==> src/rtl/ddr_wr_arb.sv <==
// Two-port round-robin arbiter for the DDR S2MM write path: grants whole bursts
// (request, then data through last) and routes in-order responses via an owner FIFO.
module ddr_wr_arb #(
  parameter int ADDR_WIDTH  = 32,
  parameter int SIZE_WIDTH  = 16,
  parameter int DATA_WIDTH  = 64,
  parameter int OUTSTANDING = 4
) (
  input  logic                         clk,
  input  logic                         rst,
  input  logic [1:0]                   s_wreq_valid,
  output logic [1:0]                   s_wreq_ready,
  input  logic [2*ADDR_WIDTH-1:0]      s_wreq_addr,
  input  logic [2*SIZE_WIDTH-1:0]      s_wreq_size,
  input  logic [1:0]                   s_wdata_valid,
  input  logic [1:0]                   s_wdata_last,
  input  logic [2*DATA_WIDTH-1:0]      s_wdata,
  output logic [1:0]                   s_wdata_ready,
  output logic [1:0]                   s_wresp_valid,
  output logic [1:0]                   s_wresp,
  input  logic                         ddr_wreq_ready,
  output logic                         ddr_wreq_valid,
  output logic [ADDR_WIDTH-1:0]        ddr_wreq_addr,
  output logic [SIZE_WIDTH-1:0]        ddr_wreq_size,
  input  logic                         ddr_wdata_ready,
  output logic                         ddr_wdata_valid,
  output logic                         ddr_wdata_last,
  output logic [DATA_WIDTH-1:0]        ddr_wdata,
  input  logic                         ddr_wresp_valid,
  input  logic [1:0]                   ddr_wresp,
  output logic [$clog2(OUTSTANDING):0] outstanding,
  output logic                         orphan_err
);

  localparam int PW = $clog2(OUTSTANDING);
  localparam logic [PW:0]   FULL_C = (PW+1)'(OUTSTANDING);
  localparam logic [PW:0]   CNT1   = (PW+1)'(1);
  localparam logic [PW-1:0] PTR1   = PW'(1);

  typedef enum logic [1:0] {IDLE, REQ, DATA} state_t;

  state_t                  state, state_nx;
  logic                    gnt, last_gnt, g;
  logic                    push, pop, full, empty, head;
  logic [OUTSTANDING-1:0]  owner;
  logic [PW-1:0]           wr_ptr, rd_ptr;
  logic [PW:0]             count;
  logic [ADDR_WIDTH-1:0]   addr_q;
  logic [SIZE_WIDTH-1:0]   size_q;

  assign full           = (count == FULL_C);
  assign empty          = (count == '0);
  assign head           = owner[rd_ptr];
  assign outstanding    = count;
  assign ddr_wreq_addr  = addr_q;
  assign ddr_wreq_size  = size_q;

  // Port 1 wins unless port 0 also requests and port 1 was the last winner.
  assign g = s_wreq_valid[1] & ~(s_wreq_valid[0] & last_gnt);

  always_comb begin
    state_nx        = state;
    push            = 1'b0;
    s_wreq_ready    = 2'b00;
    s_wdata_ready   = 2'b00;
    ddr_wreq_valid  = 1'b0;
    ddr_wdata_valid = 1'b0;
    ddr_wdata_last  = 1'b0;
    ddr_wdata       = '0;
    case (state)
      IDLE: begin
        if ((|s_wreq_valid) && !full && !rst) begin
          push            = 1'b1;
          s_wreq_ready[g] = 1'b1;
          state_nx        = REQ;
        end
      end
      REQ: begin
        ddr_wreq_valid = 1'b1;
        if (ddr_wreq_ready) state_nx = DATA;
      end
      DATA: begin
        ddr_wdata_valid    = gnt ? s_wdata_valid[1] : s_wdata_valid[0];
        ddr_wdata_last     = gnt ? s_wdata_last[1]  : s_wdata_last[0];
        ddr_wdata          = gnt ? s_wdata[2*DATA_WIDTH-1:DATA_WIDTH] : s_wdata[DATA_WIDTH-1:0];
        s_wdata_ready[gnt] = ddr_wdata_ready;
        if (ddr_wdata_valid && ddr_wdata_ready && ddr_wdata_last) state_nx = IDLE;
      end
      default: state_nx = IDLE;
    endcase
  end

  // Responses come back in issue order, so the FIFO head names the owner.
  always_comb begin
    pop           = ddr_wresp_valid && !empty && !rst;
    s_wresp_valid = 2'b00;
    if (pop) s_wresp_valid[head] = 1'b1;
    s_wresp       = pop ? ddr_wresp : 2'b00;
  end

  always_ff @(posedge clk) begin
    if (rst) begin
      state      <= IDLE;
      gnt        <= 1'b0;
      last_gnt   <= 1'b1;
      addr_q     <= '0;
      size_q     <= '0;
      owner      <= '0;
      wr_ptr     <= '0;
      rd_ptr     <= '0;
      count      <= '0;
      orphan_err <= 1'b0;
    end else begin
      state <= state_nx;
      if (push) begin
        addr_q        <= g ? s_wreq_addr[2*ADDR_WIDTH-1:ADDR_WIDTH] : s_wreq_addr[ADDR_WIDTH-1:0];
        size_q        <= g ? s_wreq_size[2*SIZE_WIDTH-1:SIZE_WIDTH] : s_wreq_size[SIZE_WIDTH-1:0];
        gnt           <= g;
        last_gnt      <= g;
        owner[wr_ptr] <= g;
        wr_ptr        <= wr_ptr + PTR1;
      end
      if (pop) rd_ptr <= rd_ptr + PTR1;
      case ({push, pop})
        2'b10:   count <= count + CNT1;
        2'b01:   count <= count - CNT1;
        default: count <= count;
      endcase
      if (ddr_wresp_valid && empty) orphan_err <= 1'b1;
    end
  end

endmodule
==> config.mk <==
export PLATFORM = sky130hd
export DESIGN_NAME = ddr_wr_arb
export DESIGN_NICKNAME = d
export VERILOG_FILES = /design/src/rtl/ddr_wr_arb.sv
export SDC_FILE = /design/constraint.sdc
export NUM_CORES = 1
export LEC_CHECK = 0
export CAP_MARGIN = 15
export CORE_AREA = 4 4 139 141
export CTS_CLUSTER_DIAMETER = 40
export DETAILED_ROUTE_END_ITERATION = 8
export DIE_AREA = 0 0 143 145
export PLACE_DENSITY = 0.66
export SKIP_CTS_REPAIR_TIMING = 1
export SLEW_MARGIN = 15
export SYNTH_ARGS = -nofsm -noshare
export SYNTH_HDL_FRONTEND = slang
export SYNTH_SLANG_ARGS = --single-unit
==> constraint.sdc <==
create_clock -name clk -period 5.85 [get_ports clk]
set_input_delay 1.4625 -clock clk [delete_from_list [all_inputs] [get_ports clk]]
set_output_delay 1.4625 -clock clk [all_outputs]
set_load 0.05 [all_outputs]
==> results.cfg, run 1 <==
[run_status]
status = complete, no violations

[final_layout]
stdcell_count = 1043
syn_to_final_growth_pct = 99.91
layout-drive-gt1-share_pct = 4.316
final_nets = 1049
nFillCells = 1764

[job]
max_cap_violations = 0

[power]
power.share.clock_pct = 32.9
pwr-share-seq_pct = 28.1
irDropWorstVdd_mv = 0.1490
switchingPower_mw = 0.6628
p_per_area_nw_per_um2 = 231.8
combPwrFrac_pct = 39.0
p_sw_share_pct = 34.54
leakagePower_nw = 2.926
internal_power_mw = 1.256

[placement]
io_buffers = 363
hpwlAfterDp_um = 15450
placed_cells = 1024
gp_congestion = 0.8209

[synth]
synth_compound_area_share_pct = 21.12
synth-seq-cells = 64
ys_types = 35
synth_xor_xnor_area_share_pct = 0.8459
yosys.area.top_type = dfxtp_1
synthSimpleGateAreaFrac_pct = 10.15
synth_top_area_share_pct = 30.94
synth_cells = 475
yosys_warnings = 0
synth.avg_cell_area_um2 = 8.719
synth_fp_nets = 718
synth_fa_ha_area_share_pct = 1.994
synth_top_family_by_area = multiplexers
ys_async_sr_fraction_pct = 0
synth_area_leaders = dfxtp_1 31%, mux2i_1 28%, o311ai_0 12%
synth-edff-count = 0
synthesis.area_um2 = 4141
ys.flop_type = dfxtp_1
muxShareOfSynthArea_pct = 28.10
ys_seq_area_share_pct = 30.94

[setup_path]
cp.arrival_ns = 3.58
crit_path_frequent_cell = clkdlybuf4s50_1
cp.required_ns = 4.39
critPathMaxStageDelay_ns = 0.77
cp_cell_sequence = clkdlybuf4s50_1 > inv_1 > o21ai_0 > nor3_1 > clkdlybuf4s50_1
cp_max_fo = 7
path_class = in -> out
worst-r2r-cell-count = 10
reg2reg_slack_ns = 2.61
rr_startpoint = outstanding[2]
cpMaxStageDelayCell = clkdlybuf4s50_1
r2r_end = outstanding[2]
start_kind = primary input
cp-end-kind = output pin

[min_path]
whs_endpoint = ddr_wreq_addr[10]
holdPathStages = 2
hp-class = reg -> reg
hp-start = ddr_wreq_addr[10]

[grt]
globalRouteTotalUtil_pct = 17.59
grt_max_degree = 59
grt_pass1_wl_um = 28410
grt_overflow = 0
antenna_found_initial = 3
grt_pass1_vias = 4730

[detailed_routing]
wl_per_cell_um = 18.91
wl_um = 19720
firstDrtPassIters = 4
drt-initial-drc-count = 160
drc = 0
vias = 4950
via_per_inst = 4.746
antenna_left = 0

[timing]
min_period_over_period_pct = 86.14
setup-tns-final_ns = 0
hold_viol = 0
grt_setup_unrepaired = no
worstMarginPinSlew_ns = 0.8085
finalSetupViolations = 0
slew_violations = 0
finClkSkew_ns = 0.007556
min_period_ns = 5.039
slew_headroom_pct = 46.10
fmax_mhz = 198.4

[floorplanning]
die_w_um = 143
ios = 364
core_area_um2 = 17960
die_area_um2 = 20740
die_h_um = 145
initial_core_util_pct = 23.05
rows = 49

[clock_tree]
insertion_delay_ns = 0.32
cts_tree = built
cts_buffer_depth = 2
numClockSinks = 64
clk_pin_slew_worst_paths_ns = 0.05
root_buffer = clkbuf_16
cts_max_level = 3
cts_buffers = 9
[final cells by class]
class / instances / area (um^2) / area share (%)
Clock buffer: 10 / 239.0 / 2.887
Timing Repair Buffer: 372 / 3699 / 44.67
Multi-Input combinational cell: 346 / 2599 / 31.39
Inverter: 13 / 48.80 / 0.5894
Clock inverter: 6 / 115.1 / 1.390
Antenna cell: 3 / 7.507 / 0.09068
Tap cell: 229 / 286.5 / 3.461
Sequential cell: 64 / 1285 / 15.52
[cells in the mapped netlist (2+ instances only)]
library cell / number
xor2_1: 4
mux2i_1: 114
a21boi_0: 2
o21ai_1: 17
nor3_1: 3
a21oi_1: 3
o311ai_0: 55
buf_2: 11
buf_6: 2
ha_1: 5
buf_1: 4
nand2b_1: 2
and2_1: 3
dfxtp_1: 64
o31ai_1: 6
o21ai_0: 39
inv_1: 13
nand3_1: 2
nor2_1: 76
clkbuf_1: 34
or3_4: 2
[cells in the final DEF, fill, tap and decap left out, drive strengths merged, types with 3 or more instances in the layout]
| cell type | instances |
|---|---|
| clkdlybuf4s50 | 362 |
| mux2i | 114 |
| nor2 | 76 |
| dfxtp | 64 |
| o21ai | 56 |
| o311ai | 55 |
| inv | 14 |
| buf | 10 |
| clkbuf | 10 |
| o31ai | 6 |
| ha | 5 |
| xor2 | 4 |
| a21oi | 4 |
| diode | 3 |
| nor3 | 3 |
| and2 | 3 |
| bufinv | 3 |
| or3 | 3 |
[worst max path at each step]
stage	cells after the start	to	start
detailed placement	5	s_wreq_ready[1]	s_wreq_valid[0]
global placement	5	s_wreq_ready[1]	s_wreq_valid[0]
global route	5	s_wreq_ready[1]	s_wreq_valid[0]
CTS	5	s_wreq_ready[1]	s_wreq_valid[0]
floorplan	5	s_wreq_ready[0]	rst
finish	5	s_wreq_ready[1]	s_wreq_valid[0]
[critical path, delay by kind of cell]
kind | cells | cell delay (ns)
buffers and inverters | 3 | 1.49
AOI/OAI and AO/OA | 1 | 0.48
and+or+nand+nor | 1 | 0.15
[power groups by stage]
stage	Clock [mW]	Sequential (mW)	Combinational, mW
2_1_floorplan	0	0.676	0.284
3_5_place_dp	0	0.549	0.755
4_1_cts	0.652	0.540	0.758
5_1_grt	0.667	0.548	0.792
6_report	0.631	0.539	0.749
3_3_place_gp	0	0.547	0.752
[state kept, by name, indices dropped and copies added, names as in the netlist]
signal / flops
wr_ptr: 2
orphan_err: 1
ddr_wreq_addr: 32
ddr_wreq_size: 16
owner: 4
last_gnt: 1
state: 2
outstanding: 3
gnt: 1
rd_ptr: 2
[through the flow]
| stage | utilization, % | hold WS, ns | area [um^2] | power, mW | worst slack [ns] |
|---|---|---|---|---|---|
| 2_1_floorplan | - | 0.4670 | 4141 | 0.9602 | 1.285 |
| 3_3_place_gp | 44.08 | 0.4713 | 7918 | 1.300 | 0.8398 |
| 3_5_place_dp | 44.08 | 0.4769 | 7918 | 1.304 | 0.8126 |
| 4_1_cts | 46.05 | 0.4846 | 8272 | 1.950 | 0.8022 |
| 5_1_grt | 46.09 | 0.4974 | 8279 | 2.007 | 0.7124 |
| 6_report | 46.09 | 0.4799 | 8279 | 1.919 | 0.8106 |
[cell families (layout without fill, tap and decap cells)]
| kind of cell | Yosys count | in the layout |
|---|---|---|
| other cells | 0 | 3 |
| xor+xnor | 4 | 4 |
| buf+inv | 65 | 401 |
| fa+ha+maj | 6 | 6 |
| mux | 115 | 115 |
| flops | 64 | 64 |
| simple gates | 95 | 95 |
| compound gates | 126 | 126 |
[metal layers]
layer	track usage, %	part of all wire [%]	vias up
met2	32.97	53	204
met4	5.276	1.2	0
met5	0	0	-
met1	18.39	36	2300
li1	-	-	2435
met3	5.693	9.0	11
(Power assumes the default switching activity.)
==> inputs of run 2 (changes only) <==
--- a/config.mk
+++ b/config.mk
@@ -5,6 +5,7 @@
 export SDC_FILE = /design/constraint.sdc
 export NUM_CORES = 1
 export LEC_CHECK = 0
+export ABC_CLOCK_PERIOD_IN_PS = 6160
 export CAP_MARGIN = 15
 export CORE_AREA = 4 4 139 141
 export CTS_CLUSTER_DIAMETER = 40
==> constraint.sdc (replaced) <==
create_clock -name clk -period 6.16 [get_ports clk]
set_input_delay 1.54 -clock clk [delete_from_list [all_inputs] [get_ports clk]]
set_output_delay 1.54 -clock clk [all_outputs]
set_load 0.05 [all_outputs]
==> results.cfg, run 2 (synthesis results as in run 1) <==
[run_status]
status = complete, no violations

[final_layout]
largest_reg_flops = 32
final_nets = 1049
nFillCells = 1809
final_common_cell = clkdlybuf4s50_1
syn_to_final_growth_pct = 98.58
fin_util_pct = 45.78
mostFrequentLayoutCells = 362 x clkdlybuf4s50_1, 114 x mux2i_1, 75 x nor2_1
layout-drive-gt1-share_pct = 4.192

[timing]
setup-tns-final_ns = 0
hold_viol = 0
finClkSkew_ns = 0.01027
min_period_over_period_pct = 84.98
worstMarginPinSlew_ns = 0.8223
fmax_mhz = 191.0
min_period_ns = 5.235
slew_violations = 0
grt_setup_unrepaired = no
slew_headroom_pct = 45.18
finalSetupViolations = 0

[clock_tree]
insertion_delay_ns = 0.34
cts_buffers = 9
cts_tree = built
numClockSinks = 64
root_buffer = clkbuf_16
cts_buffer_depth = 2
cts_max_level = 3
clk_pin_slew_worst_paths_ns = 0.05

[grt]
globalRouteTotalUtil_pct = 17.91
grt_pass1_vias = 4907
antenna_found_initial = 2
grt_pass1_wl_um = 28780
grt_max_degree = 59
grt_overflow = 0
top_usage_layer = met2
grtUsageMet3_pct = 5.758
grt_use_met2_pct = 32.85
gr-usage-met1_pct = 18.73

[detailed_routing]
drt-initial-drc-count = 128
wl_um = 19870
wl_per_cell_um = 19.05
via_per_inst = 4.767
vias = 4972
drc = 0
antenna_left = 0
firstDrtPassIters = 4

[job]
max_cap_violations = 0

[floorplanning]
ios = 364
die_h_um = 145
core_area_um2 = 17960
initial_core_util_pct = 23.05
rows = 49
die_area_um2 = 20740
die_w_um = 143

[power]
internal_power_mw = 1.108
power.share.clock_pct = 29.7
switchingPower_mw = 0.6309
irDropWorstVdd_mv = 0.1046
p_per_area_nw_per_um2 = 211.4
p_sw_share_pct = 36.28
pwr-share-seq_pct = 29.5
leakagePower_nw = 2.903
combPwrFrac_pct = 40.9

[placement]
gp_congestion = 0.8331
io_buffers = 363
hpwlAfterDp_um = 15500

[setup_path]
cp.arrival_ns = 3.69
reg2reg_slack_ns = 2.88
path_class = in -> out
cp.required_ns = 4.62
cp-end-kind = output pin
start_kind = primary input
cp_max_fo = 7

[min_path]
hp-class = reg -> reg
run 2: cell types whose count changed in the layout (fill, tap and decap cells not counted):
cell,change
bufinv_16,-2
clkinv_2,+2
clkbuf_1,+1
inv_6,-1
run 2: worst max-delay path: stages:
cell and delay, ns:
clkdlybuf4s50_1 0.63, inv_1 0.09, o21ai_0 0.50, nor3_1 0.15, clkdlybuf4s50_1 0.78
run 2: final timing paths:
kind	from	to	cells after the start
max	s_wreq_valid[0]	s_wreq_ready[1]	5
min	ddr_wreq_addr[11]	ddr_wreq_addr[11]	2
max reg2reg	outstanding[2]	outstanding[2]	10
min reg2reg	ddr_wreq_addr[11]	ddr_wreq_addr[11]	2
run 2: power by group through the flow:
| stage | registers, mW | clock network [mW] | logic (mW) |
|---|---|---|---|
| global placement | 0.519 | 0 | 0.715 |
| detailed placement | 0.521 | 0 | 0.717 |
| CTS | 0.513 | 0.537 | 0.720 |
| global route | 0.520 | 0.547 | 0.755 |
| finish | 0.512 | 0.516 | 0.711 |
| floorplan | 0.642 | 0 | 0.270 |
run 2: metrics by stage:
stage                     std cells  area [um^2]  hold WS (ns)  setup WS, ns  power, mW
after floorplan                 475         4141        0.4670         1.440     0.9119
after detailed placement       1024         7918        0.4783        0.9554      1.238
after global routing           1042         8222        0.5069        0.7114      1.822
after global placement         1024         7918        0.4705        0.9841      1.234
after CTS                      1040         8217        0.4846        0.9180      1.770
final                          1043         8224        0.4830        0.9253      1.739
run 2: layout make-up:
cell class,instances,area (um^2),share of cell area (%)
repair buffers,372,3699,44.97
well taps,229,286.5,3.484
flip-flops and latches,64,1285,15.62
multi-input cells,346,2599,31.60
inverters,13,48.80,0.5933
clock inverters,5,56.30,0.6846
clock buffers,11,242.7,2.951
diodes,3,7.507,0.09128
run 2: per-layer routing:
metal  wire [um]  share of wire (%)  up-vias
met1        7249                 36     2289
li1            -                  -     2430
met3        1893                9.5       29
met2       10190                 51      224
met5           0                  0        -
met4         529                2.7        0
==> inputs of run 3 (changes only) <==
--- a/config.mk
+++ b/config.mk
@@ -5,13 +5,13 @@
 export SDC_FILE = /design/constraint.sdc
 export NUM_CORES = 1
 export LEC_CHECK = 0
-export ABC_CLOCK_PERIOD_IN_PS = 6160
+export ABC_CLOCK_PERIOD_IN_PS = 5200
 export CAP_MARGIN = 15
-export CORE_AREA = 4 4 139 141
+export CORE_AREA = 4 4 137 139
 export CTS_CLUSTER_DIAMETER = 40
 export DETAILED_ROUTE_END_ITERATION = 8
-export DIE_AREA = 0 0 143 145
-export PLACE_DENSITY = 0.66
+export DIE_AREA = 0 0 141 143
+export PLACE_DENSITY = 0.67
 export SKIP_CTS_REPAIR_TIMING = 1
 export SLEW_MARGIN = 15
 export SYNTH_ARGS = -nofsm -noshare
==> constraint.sdc (replaced) <==
create_clock -name clk -period 5.2 [get_ports clk]
set_input_delay 1.3 -clock clk [delete_from_list [all_inputs] [get_ports clk]]
set_output_delay 1.3 -clock clk [all_outputs]
set_load 0.05 [all_outputs]
==> results.cfg, run 3 (synthesis results as in run 1) <==
[detailed_routing]
wl_per_cell_um = 18.90
drc = 0
wl_um = 19630
antenna_left = 0
vias = 4879
firstDrtPassIters = 4
drt-initial-drc-count = 165
via_per_inst = 4.696

[clock_tree]
cts_tree = built
cts_max_level = 3
clk_pin_slew_worst_paths_ns = 0.05
cts_buffers = 9
cts_buffer_depth = 2
numClockSinks = 64
root_buffer = clkbuf_16
insertion_delay_ns = 0.32

[placement]
place_ws_ns = 0.7788
hpwlAfterDp_um = 15530
io_buffers = 363
gp_congestion = 0.8075
postPlaceCellArea_um2 = 7940
placed_cells = 1024

[setup_path]
path_class = in -> out
start_kind = primary input
critPathMaxStageDelay_ns = 0.80
cp-end-kind = output pin
cpMaxStageDelayCell = clkdlybuf4s50_1
crit_path_frequent_cell = clkdlybuf4s50_1
cp.arrival_ns = 3.12
cp_cell_sequence = clkdlybuf4s50_1 > o31ai_1 > nor2_1 > and2_1 > clkdlybuf4s50_1
cp.required_ns = 3.90
cp_max_fo = 4

[grt]
antenna_found_initial = 3
grt_max_degree = 59
grt_pass1_vias = 4728
grt_overflow = 0
gr-usage-met1_pct = 20.01
top_usage_layer = met2
grt_pass1_wl_um = 27680
globalRouteTotalUtil_pct = 17.77
grt_use_met2_pct = 32.26
grtUsageMet3_pct = 5.526

[final_layout]
stdcell_count = 1039
mostFrequentLayoutCells = 361 x clkdlybuf4s50_1, 114 x mux2i_1, 75 x nor2_1
layout-drive-gt1-share_pct = 4.203
final_nets = 1049
largest_reg_flops = 32
fin_area_um2 = 8229
fin_util_pct = 46.61
final_common_cell = clkdlybuf4s50_1
syn_to_final_growth_pct = 98.70

[timing]
finalSetupViolations = 0
min_period_over_period_pct = 85.07
fmax_mhz = 226.0
slew_violations = 0
min_period_ns = 4.424
layout_setup_ws_ns = 0.7761
finClkSkew_ns = 0.008532
hold_viol = 0
setup-tns-final_ns = 0
slew_headroom_pct = 33.82
worstMarginPinSlew_ns = 0.9927
grt_setup_unrepaired = no

[power]
irDropWorstVdd_mv = 0.1594
leakagePower_nw = 2.908
p_per_area_nw_per_um2 = 248.2

[floorplanning]
initial_core_util_pct = 23.46
die_area_um2 = 20160
die_h_um = 143
die_w_um = 141
rows = 49
core_area_um2 = 17660
ios = 364

[min_path]
hp-class = reg -> reg

[run_status]
status = complete, no violations

[job]
max_cap_violations = 0
## run 3: path summary, 6_finish.rpt
path,end,slack (ns),from,cells past startpoint
hold reg to reg,orphan_err,0.48,orphan_err,2
hold / removal,orphan_err,0.48,orphan_err,2
setup reg to reg,outstanding[2],1.91,outstanding[2],10
setup / recovery,s_wresp[0],0.78,ddr_wresp_valid,5
## run 3: layout make-up
type | count | area [um^2]
Antenna cell | 1 | 2.502
Clock buffer | 11 | 242.7
Clock inverter | 3 | 43.79
Fill cell | 1749 | 9428
Inverter | 13 | 48.80
Multi-Input combinational cell | 346 | 2599
Sequential cell | 64 | 1285
Tap cell | 229 | 286.5
Timing Repair Buffer | 372 | 3721
## run 3: worst max-delay path: cells and delay by family
| family | cells | cell delay (ns) |
|---|---|---|
| buf+inv | 2 | 1.30 |
| simple gates | 2 | 0.39 |
| compound gates | 1 | 0.12 |
## run 3: metal layers
layer / vias up / wire (um)
li1: 2422 / -
met1: 2211 / 7526
met2: 220 / 10070
met3: 24 / 1574
met4: 2 / 444
met5: - / 13
## run 3: report_power, final
part	switching [mW]	internal (mW)	total, mW
registers	0.0536	0.550	0.603
clock network	0.210	0.379	0.588
logic	0.468	0.382	0.850
## run 3: through the flow
| step | power, mW | hold slack [ns] |
|---|---|---|
| CTS | 2.069 | 0.4831 |
| detailed placement | 1.469 | 0.4647 |
| global placement | 1.465 | 0.4663 |
| floorplan | 1.080 | 0.4670 |
| finish | 2.042 | 0.4799 |
| global route | 2.139 | 0.5023 |
